`src/rtl/cnt_pkg.sv`:
```
// cnt_pkg: shared mode encodings, default widths and channel slice helper for cnt_multi_timer
package cnt_pkg;
    localparam logic CNT_MODE_FREE   = 1'b0;
    localparam logic CNT_MODE_RELOAD = 1'b1;
    localparam int CNT_W_DEF = 32;
    localparam int PRE_W_DEF = 16;
    localparam int N_CH_DEF  = 4;
    function automatic int ch_lo(input int i, input int w);
        return i * w;
    endfunction
endpackage

```
`src/rtl/cnt_prescaler.sv`:
```
// cnt_prescaler: shared runtime-programmable divider, hit once every cfg_div+1 cycles
// ports: cnt_clk, cnt_reset (sync, active-high), cfg_div (divider), hit (combinational, registered by the top)
module cnt_prescaler #(
    parameter int PRE_W = 16
) (
    input  logic             cnt_clk,
    input  logic             cnt_reset,
    input  logic [PRE_W-1:0] cfg_div,
    output logic             hit
);
    logic [PRE_W-1:0] pre_cnt_q, pre_cnt_d;
    // >= lets a divider lowered below the running count take effect at once
    always_comb begin
        hit       = pre_cnt_q >= cfg_div;
        pre_cnt_d = hit ? '0 : pre_cnt_q + 1'b1;
    end
    always_ff @(posedge cnt_clk) begin
        if (cnt_reset) pre_cnt_q <= '0;
        else           pre_cnt_q <= pre_cnt_d;
    end
endmodule

```
`src/rtl/cnt_multi_timer.sv`:
```
// cnt_multi_timer: N_CH tick counters on a shared prescaler with compare, auto-reload, sticky overflow and atomic snapshot
// ports: cnt_clk/cnt_reset, cfg_div, per-channel ch_en/ch_clr/ch_mode/ch_cmp in; tick, ch_val/ch_match/ch_ovf out;
//        snap_req/snap_ack in, snap_valid/snap_data out
module cnt_multi_timer import cnt_pkg::*; #(
    parameter int CNT_W = CNT_W_DEF,
    parameter int PRE_W = PRE_W_DEF,
    parameter int N_CH  = N_CH_DEF
) (
    input  logic                    cnt_clk,
    input  logic                    cnt_reset,
    input  logic [PRE_W-1:0]        cfg_div,
    input  logic [N_CH-1:0]         ch_en,
    input  logic [N_CH-1:0]         ch_clr,
    input  logic [N_CH-1:0]         ch_mode,
    input  logic [N_CH*CNT_W-1:0]   ch_cmp,
    output logic                    tick,
    output logic [N_CH*CNT_W-1:0]   ch_val,
    output logic [N_CH-1:0]         ch_match,
    output logic [N_CH-1:0]         ch_ovf,
    input  logic                    snap_req,
    output logic                    snap_valid,
    output logic [N_CH*CNT_W-1:0]   snap_data,
    input  logic                    snap_ack
);
    logic                  hit, tick_q, snap_valid_q, snap_valid_d;
    logic [N_CH*CNT_W-1:0] val_nxt, snap_data_q, snap_data_d;
    cnt_prescaler #(.PRE_W(PRE_W)) u_pre (
        .cnt_clk   (cnt_clk),
        .cnt_reset (cnt_reset),
        .cfg_div   (cfg_div),
        .hit       (hit)
    );
    for (genvar c = 0; c < N_CH; c++) begin : g_ch
        logic [CNT_W-1:0] val_q, val_d, cmp, inc;
        logic             match_q, match_d, ovf_q, ovf_d;
        assign cmp = ch_cmp[ch_lo(c, CNT_W) +: CNT_W];
        assign inc = val_q + 1'b1;
        always_comb begin
            val_d   = val_q;
            match_d = 1'b0;
            ovf_d   = ovf_q;
            if (ch_clr[c]) begin
                val_d = '0;
                ovf_d = 1'b0;
            end else if (hit && ch_en[c]) begin
                if (ch_mode[c] == CNT_MODE_RELOAD && val_q == cmp) begin
                    val_d   = '0;
                    match_d = 1'b1;
                end else begin
                    val_d   = inc;
                    match_d = ch_mode[c] == CNT_MODE_FREE && inc == cmp;
                    ovf_d   = ovf_q | (&val_q);
                end
            end
        end
        always_ff @(posedge cnt_clk) begin
            if (cnt_reset) begin
                val_q   <= '0;
                match_q <= 1'b0;
                ovf_q   <= 1'b0;
            end else begin
                val_q   <= val_d;
                match_q <= match_d;
                ovf_q   <= ovf_d;
            end
        end
        assign val_nxt[ch_lo(c, CNT_W) +: CNT_W] = val_d;
        assign ch_val[ch_lo(c, CNT_W) +: CNT_W]  = val_q;
        assign ch_match[c] = match_q;
        assign ch_ovf[c]   = ovf_q;
    end
    // snapshot captures next-state values so it agrees with ch_val in the following cycle
    always_comb begin
        snap_valid_d = snap_valid_q ? !snap_ack : snap_req;
        snap_data_d  = (!snap_valid_q && snap_req) ? val_nxt : snap_data_q;
    end
    always_ff @(posedge cnt_clk) begin
        if (cnt_reset) begin
            tick_q       <= 1'b0;
            snap_valid_q <= 1'b0;
            snap_data_q  <= '0;
        end else begin
            tick_q       <= hit;
            snap_valid_q <= snap_valid_d;
            snap_data_q  <= snap_data_d;
        end
    end
    assign tick       = tick_q;
    assign snap_valid = snap_valid_q;
    assign snap_data  = snap_data_q;
endmodule

```
`config.mk`:
```
export PLATFORM = sky130hd
export DESIGN_NAME = cnt_multi_timer
export DESIGN_NICKNAME = d
export VERILOG_FILES = /design/src/rtl/cnt_pkg.sv /design/src/rtl/cnt_prescaler.sv /design/src/rtl/cnt_multi_timer.sv
export SDC_FILE = /design/constraint.sdc
export NUM_CORES = 1
export LEC_CHECK = 0
export ABC_CLOCK_PERIOD_IN_PS = 3670
export CAP_MARGIN = 10
export CORE_ASPECT_RATIO = 1.2
export CORE_UTILIZATION = 50
export CTS_CLUSTER_SIZE = 28
export DETAILED_ROUTE_END_ITERATION = 8
export PLACE_DENSITY = 0.82
export SLEW_MARGIN = 20
export SYNTH_ARGS = -nofsm -noshare
export SYNTH_HDL_FRONTEND = slang
export SYNTH_SLANG_ARGS = --single-unit
export TNS_END_PERCENT = 100
```
`constraint.sdc`:
```
create_clock -name cnt_clk -period 3.67 [get_ports cnt_clk]
set_input_delay 0.734 -clock cnt_clk [delete_from_list [all_inputs] [get_ports cnt_clk]]
set_output_delay 0.734 -clock cnt_clk [all_outputs]
set_load 0.03 [all_outputs]
```
==> results.txt, run 1 <==
The library cell occupying the most area in the post-synthesis netlist is sky130_fd_sc_hd__dfxtp_1. The height of the chip came out at approximately 200 um. The initial antenna violation count is 0. The kind of cell with the highest combined delay along the critical path is simple AND/OR/NAND/NOR gates. The sequential share of power came out at 42.8%. In this run the worst hold path is classified as reg2reg. The cell leakage power is 8.136 nW. The site row count came out at about 70. Counting every net in the synthesized netlist gives between 2,000 and 2,500. Summed over all layers, the global routing overflow is 0. The number of remaining DRC errors is 0.

The first detailed-routing pass took 7 iterations. The critical path is of the in2reg type. The worst slack at placement came out at -0.2112 ns. The share of flip-flops with an asynchronous set or reset came out at 0%. The post-route minimum period is 3.453 ns.

On the critical path, the stage with the largest delay is an instance of sky130_fd_sc_hd__clkdlybuf4s50_1. The via count of the first global-routing pass is around 17,000. The number of max-cap violations came out at 0. STA classifies the critical path startpoint as a primary input. The cell internal power dissipation is around 0.0055 W. The gate count of the mapped netlist came out at roughly 2,000. The final-report max-slew violation count is 0. The initial DRC count is 1,569. The count of cells in the finished layout, fillers not included, comes to 2,904. Using the TritonRoute via totals, the vias-per-cell ratio works out to 6.153. The post-CTS clock slew at the launch and capture registers of the worst setup and hold paths is around 0.060 ns. Yosys printed 0 warnings. sky130_fd_sc_hd__dfxtp_1 is the most common cell in the netlist.

For this run, the slowest stage of the critical path takes 0.47 ns. The wire length of the first global-routing pass came out at ~98,000 um. The latest clock arrival within the worst-skew pair is about 0.6 ns. The total die area is 33,320 um^2.

The quantity of I/O buffers inserted on ports is 425. The global placer's final weighted congestion is a little under 1. The starting density of the core is around half. 0 antenna diodes ended up in the layout. The worst pin sits at a relative slew slack of 49.53%. Together, buffers and inverters on the worst path number 5. Once the clock tree was built, the setup fixing pass inserted 0 buffers. The final standard cell utilization of the core is 70.58%.

Dividing the final minimum period by the clock period gives between 90% and 100%. The placeable core area came out at between 30,000 and 40,000 um^2. For this block, the via count after detailed routing is 17,870.

The post-synthesis cell area came out at 16,290 um^2. The number of nets in the finished design came out at around 2,700. The largest net degree at the start of global routing is 73. The area overhead of the layout relative to synthesis is 39.31%. The buffer depth of the longest clock path came out at 3. The maximum fanout along the worst path came out at 20. The run finished with clean final reports. The number of sinks handled by clock tree synthesis came out at 282. The share of the Yosys chip area taken by registers is 34.65%. Setup repair after global routing left no endpoint under its margin. After detailed routing, the total wire length is 64,440 um. The CTS buffer count came out at 30. The register bit count reported by yosys is between 200 and 300. The summed negative setup slack over all endpoints came out at 0 ns.

The peak supply drop came out at approximately 0.37 mV. The floorplan step set the die width to ~170 um. The critical path goes through clkdlybuf4s50_1, inv_1, ha_1, nand4_1, nor4_1, a32oi_1, buf_4, a21boi_1, nand2b_1, buf_12, buf_12, nor4_1, a21oi_1, o21ai_0. Yosys mapped a number of flops with a built-in enable equal to 0.

In this run the power spent charging and discharging nets is 0.001616 W. The post-synthesis area per instance is 8.030 um^2. The overall global routing resource usage came out at approximately 37%. The number of nets with antenna violations after detailed routing is 0.

STA puts the critical path data required time at 4.15 ns. The most instantiated flip-flop cell in the synthesis netlist is sky130_fd_sc_hd__dfxtp_1. On the final layout, the worst clock skew is 0.01634 ns. In this run the number of H-tree levels came out at 1. In the post-synthesis netlist, the biggest area contributors are sky130_fd_sc_hd__dfxtp_1 35%, sky130_fd_sc_hd__xor2_1 6.8%, sky130_fd_sc_hd__o21ai_0 5.7%. The worst setup margin came out at 0.2166 ns. The fill cell total of the finished layout is 2,601. The share of Yosys cell area claimed by the top area cell type came out at 34.65%. For this design the ratio of total power to cell area is 315.7 nW/um^2. The distinct cell type count after synthesis is 72. The fmax is around 290 MHz. The routed wirelength normalized by instance count came out at 22.19 um. The smallest hold slack is 0.4498 ns. The placed cell count is approximately 2,900. The clock tree from TritonCTS is yes. Cells with a size suffix above 1 make up 8.530% of the layout.

Setup violations remaining at the end of the flow were counted as 0. The critical path data arrival time came out at 3.93 ns. The master cell of the clock root buffer is sky130_fd_sc_hd__clkbuf_16. The worst register-to-register path has a setup slack of 0.52 ns. By count the netlist is led by 282 x sky130_fd_sc_hd__dfxtp_1, 185 x sky130_fd_sc_hd__o21ai_0, 181 x sky130_fd_sc_hd__nand2_1, 137 x sky130_fd_sc_hd__nor2_1, 126 x sky130_fd_sc_hd__xor2_1.

The share of total power dissipated in the clock network is 49.2%. The switching power share of the total came out at 22.55%. At the pin with the least slew margin, the transition time is 0.7571 ns.

The worst setup path is captured at a flop. The number of ports placed on the die boundary is 426. The post-cts hold buffer count is 0. Combinational logic burns 7.9% of the power. The number of gates resized after CTS was 0. The number of hold-slack violations in the final timing report came out at 0.

After legalization and detailed placement, the total HPWL measured 48,710 um.
path summary, 6_finish.rpt:
check | start | to | cells past startpoint
worst max-delay path | cfg_div[13] | snap_data[42] | 14
worst min-delay path | snap_data[93] | snap_data[93] | 2
worst max register to register | g_ch[2].val_q[0] | g_ch[2].match_q | 9
worst min register to register | snap_data[93] | snap_data[93] | 2
metrics by stage:
stage	total power [W]	area [um^2]
after global routing	0.007341	22700
after floorplan	0.003372	16290
final	0.007165	22700
after CTS	0.007184	22700
after detailed placement	0.003694	21550
after global placement	0.003688	21550
power by group through the flow:
stage	logic (W)	clock network (W)	registers (W)
2_1_floorplan	0.000235	0	0.00314
4_1_cts	0.000561	0.00355	0.00307
5_1_grt	0.000600	0.00367	0.00307
3_5_place_dp	0.000557	0	0.00314
3_3_place_gp	0.000552	0	0.00314
6_report	0.000569	0.00353	0.00307
per-layer routing:
layer / vias to the layer above / GRT usage (%) / wire length [um]
li1: 8156 / - / -
met1: 8493 / 44.81 / 24820
met2: 1018 / 65.72 / 31110
met3: 200 / 5.757 / 5524
met4: 0 / 18.62 / 2990
met5: - / 0 / 0
layout by cell type, fill, tap and decap left out, types with 78 or more instances in the layout:
master	netlist	routed
sky130_fd_sc_hd__buf_4	9	113
sky130_fd_sc_hd__clkdlybuf4s50_1	0	425
sky130_fd_sc_hd__nand2_1	181	181
sky130_fd_sc_hd__and2_1	90	90
sky130_fd_sc_hd__xnor2_1	96	96
sky130_fd_sc_hd__o21ai_0	185	184
sky130_fd_sc_hd__nand3_1	92	92
sky130_fd_sc_hd__dfxtp_1	282	282
sky130_fd_sc_hd__nor2_1	137	136
sky130_fd_sc_hd__xor2_1	126	126
sky130_fd_sc_hd__a22o_1	78	78
sky130_fd_sc_hd__a21oi_1	78	78
flip-flops by register name, indices dropped and copies added, names as in the netlist:
register,flops
g_ch.match_q,4
g_ch.ovf_q,4
tick,1
u_pre.pre_cnt_q,16
snap_data,128
g_ch.val_q,128
snap_valid,1
area by class of cell:
class                      instances  area [um^2]  area share (%)
multi-input combinational       1582         9963           43.90
sequential                       282         5645           24.87
timing repair buffer             549         5323           23.45
clock buffer                      40        869.6           3.831
tap                              407        509.2           2.244
clock inverter                    14        275.3           1.213
inverter                          30        112.6          0.4961
worst min-delay path, stage by stage (launching register included):
cell	delay, ns
sky130_fd_sc_hd__dfxtp_1	0.31
sky130_fd_sc_hd__nand2_1	0.05
sky130_fd_sc_hd__o21ai_1	0.05
kinds of logic after synthesis:
group	count (synthesis)	share of synthesized area, %
buf+inv	165	4.323
compound gates	490	19.67
xor+xnor	222	11.93
simple gates	838	27.10
mux	11	0.7065
flops	282	34.65
fa+ha+maj	21	1.613
Note: power is estimated with default switching activity, not from simulation.
==> inputs of run 2 (changes only) <==
- GPL_ROUTABILITY_DRIVEN: default -> 0
==> results.txt, run 2 (same netlist as run 1, synthesis figures left out) <==
The run finished with clean final reports. The library cells used most frequently in the layout, excluding fill and tap cells, are 425 x sky130_fd_sc_hd__clkdlybuf4s50_1, 282 x sky130_fd_sc_hd__dfxtp_1, 184 x sky130_fd_sc_hd__o21ai_0. The placed cell count came out at 2,813. VDD sags by at most around 0.28 mV. The area overhead of the layout relative to synthesis came out at 36.25%. The final-report setup violation count is 0.

The summed negative setup slack over all endpoints came out at 0 ns. The number of nets in the finished design is 2,618. STA puts the critical path data arrival time at 3.84 ns. The tightest min-delay check is of the reg2reg type. The setup slack on the worst flop-to-flop path came out at ~0.50 ns. After clock tree synthesis, the clock-pin slew on the worst setup and hold paths is 0.06 ns. The number of sinks handled by clock tree synthesis is 282. The post-route minimum period came out at 3.350 ns.

The post-cts hold buffer count came out at 0. The latest clock arrival within the worst-skew pair is 0.58 ns. The power density over the cells is 300.2 nW/um^2. The number of hold-slack violations in the final timing report is 0.

The total routed wirelength came out at between 50,000 and 60,000 um. The clock tree from TritonCTS is yes. The starting density of the core is roughly half.

The first-pass iteration count of the detailed router came out at 6. STA classifies the critical path endpoint as a flop. The cell leakage power came out at 7.841 nW. The share of cells above drive strength 1 came out at between 6 and 7%.

The via count of the first global-routing pass is 16,950. The number of remaining DRC errors is 0. The final design area excluding fillers came out at 22,200 um^2. The worst clock skew is ~0.016 ns. The die boundary width came out at around 170 um.

The required arrival time at the worst endpoint is 4.16 ns. The worst setup path is of the in2reg kind. The master cell of the clock root buffer is sky130_fd_sc_hd__clkbuf_16.

The number of max-cap violations came out at 0. The quantity of I/O buffers inserted on ports is 425. The commonest non-fill, non-tap cell in the layout is sky130_fd_sc_hd__clkdlybuf4s50_1. The overall global routing resource usage is 34.81%. The HPWL after detailed placement is 44,870 um.

In this run the critical register-to-register path is launched from g_ch[1].val_q[0]. The portion of the clock cycle consumed by the worst path in the final layout came out at 91.29%. The count of nets left with antenna violations once routing finished came out at 0. The start point of the worst hold path is snap_data[93]. The placeable core area is 32,160 um^2.

The first global-routing pass estimated 92,630 um of wire. Leaving out filler cells and counting taps, the final layout contains 2,866. The fmax is roughly 300 MHz. The routed layout has 17,870 vias.

The die covers 33,320 um^2. For this block, the initial DRC count from the detailed router was 1,880. The worst slew slack as a fraction of its limit is a little under half.

CTS built an H-tree with a depth of 1. Setup repair after global routing left no endpoint under its margin. The largest net degree at the start of global routing is 64. The final-report max-slew violation count is 0. The detailed-route vias per instance came out at approximately 6.2. The critical register-to-register path endpoint is g_ch[1].match_q.

For hold timing, the worst endpoint is snap_data[93]. The worst-case reg-to-reg path depth is 9. The count of cells resized by post-cts repair is 0. The buffer depth of the longest clock path came out at 3. At the pin with the least slew margin, the transition time is 0.8037 ns. The cell area after placement came out at ~21,000 um^2. The number of post-CTS setup repair buffers came out at 0. The number of instances on the worst hold path is 2.

The height of the chip came out at 199.7 um. The initial antenna violation count came out at 1. The number of ports placed on the die boundary came out at 426. The type of origin of the critical path is a primary input. The maximum fanout along the worst path is 7. The routed wirelength normalized by instance count is 20.91 um. For this run the aggregate overflow at the end of global routing stands at 0. The site row count is 72. The CTS buffer count is 29.
[run 2: cell types whose count changed in the layout (fill, tap and decap cells not counted)]
cell,delta
sky130_fd_sc_hd__clkbuf_16,-2
sky130_fd_sc_hd__bufinv_16,-5
sky130_fd_sc_hd__inv_6,+2
sky130_fd_sc_hd__clkbuf_1,+4
sky130_fd_sc_hd__buf_12,-4
sky130_fd_sc_hd__nor2_1,-1
sky130_fd_sc_hd__buf_4,-33
sky130_fd_sc_hd__diode_2,+1
sky130_fd_sc_hd__clkinvlp_4,-1
sky130_fd_sc_hd__nor2_2,+1
[run 2: worst max-delay path: stages]
cell                              delay (ns)
sky130_fd_sc_hd__clkdlybuf4s50_1        0.47
sky130_fd_sc_hd__inv_1                  0.05
sky130_fd_sc_hd__ha_1                   0.30
sky130_fd_sc_hd__nand4_1                0.14
sky130_fd_sc_hd__nor4_1                 0.32
sky130_fd_sc_hd__buf_4                  0.16
sky130_fd_sc_hd__a32oi_1                0.09
sky130_fd_sc_hd__buf_4                  0.18
sky130_fd_sc_hd__a21boi_1               0.24
sky130_fd_sc_hd__nor2b_1                0.53
sky130_fd_sc_hd__mux2i_1                0.17
sky130_fd_sc_hd__or3_1                  0.34
sky130_fd_sc_hd__a21oi_1                0.12
[run 2: report_power, final]
group	internal [W]	switching (W)
Clock	0.00178	0.00125
Combinational	0.000270	0.000290
Sequential	0.00306	0.00000473
[run 2: stage by stage]
| step | power (W) | hold WS (ns) | util, % | setup WS [ns] |
|---|---|---|---|---|
| 2_1_floorplan | 0.003372 | 0.4380 | - | 0.3401 |
| 3_3_place_gp | 0.003674 | 0.4358 | 66.00 | -0.09032 |
| 3_5_place_dp | 0.003686 | 0.4386 | 66.01 | -0.1986 |
| 4_1_cts | 0.006690 | 0.4527 | 69.02 | 0.3650 |
| 5_1_grt | 0.006864 | 0.4750 | 69.03 | 0.1591 |
| 6_report | 0.006664 | 0.4473 | 69.03 | 0.3196 |
[run 2: how the worst max path moves through the flow]
stage	startpoint	endpoint	slack, ns
3_5_place_dp	cfg_div[13]	snap_data[96]	-0.20
4_1_cts	cfg_div[13]	snap_data[96]	0.36
5_1_grt	cfg_div[13]	snap_data[17]	0.16
6_report	cfg_div[13]	snap_data[96]	0.32
3_3_place_gp	cfg_div[13]	snap_data[96]	-0.09
2_1_floorplan	cfg_div[11]	snap_data[41]	0.34
[run 2: area by class of cell]
class                   instances  area, um^2
repair buffers                512        4995
inverters                      30       112.6
clock buffers                  42       834.6
fillers                      2603        9961
multi-input cells            1582        9966
well taps                     407       509.2
flip-flops and latches        282        5645
clock inverters                10       135.1
diodes                          1       2.502
[run 2: routing by layer]
layer  part of all wire (%)  track usage, %  up-vias
met5                      0               0        -
met2                     47           59.01     1270
met3                     11           6.999      264
met4                    5.6           19.20        0
met1                     37           41.59     8258
li1                       -               -     8077
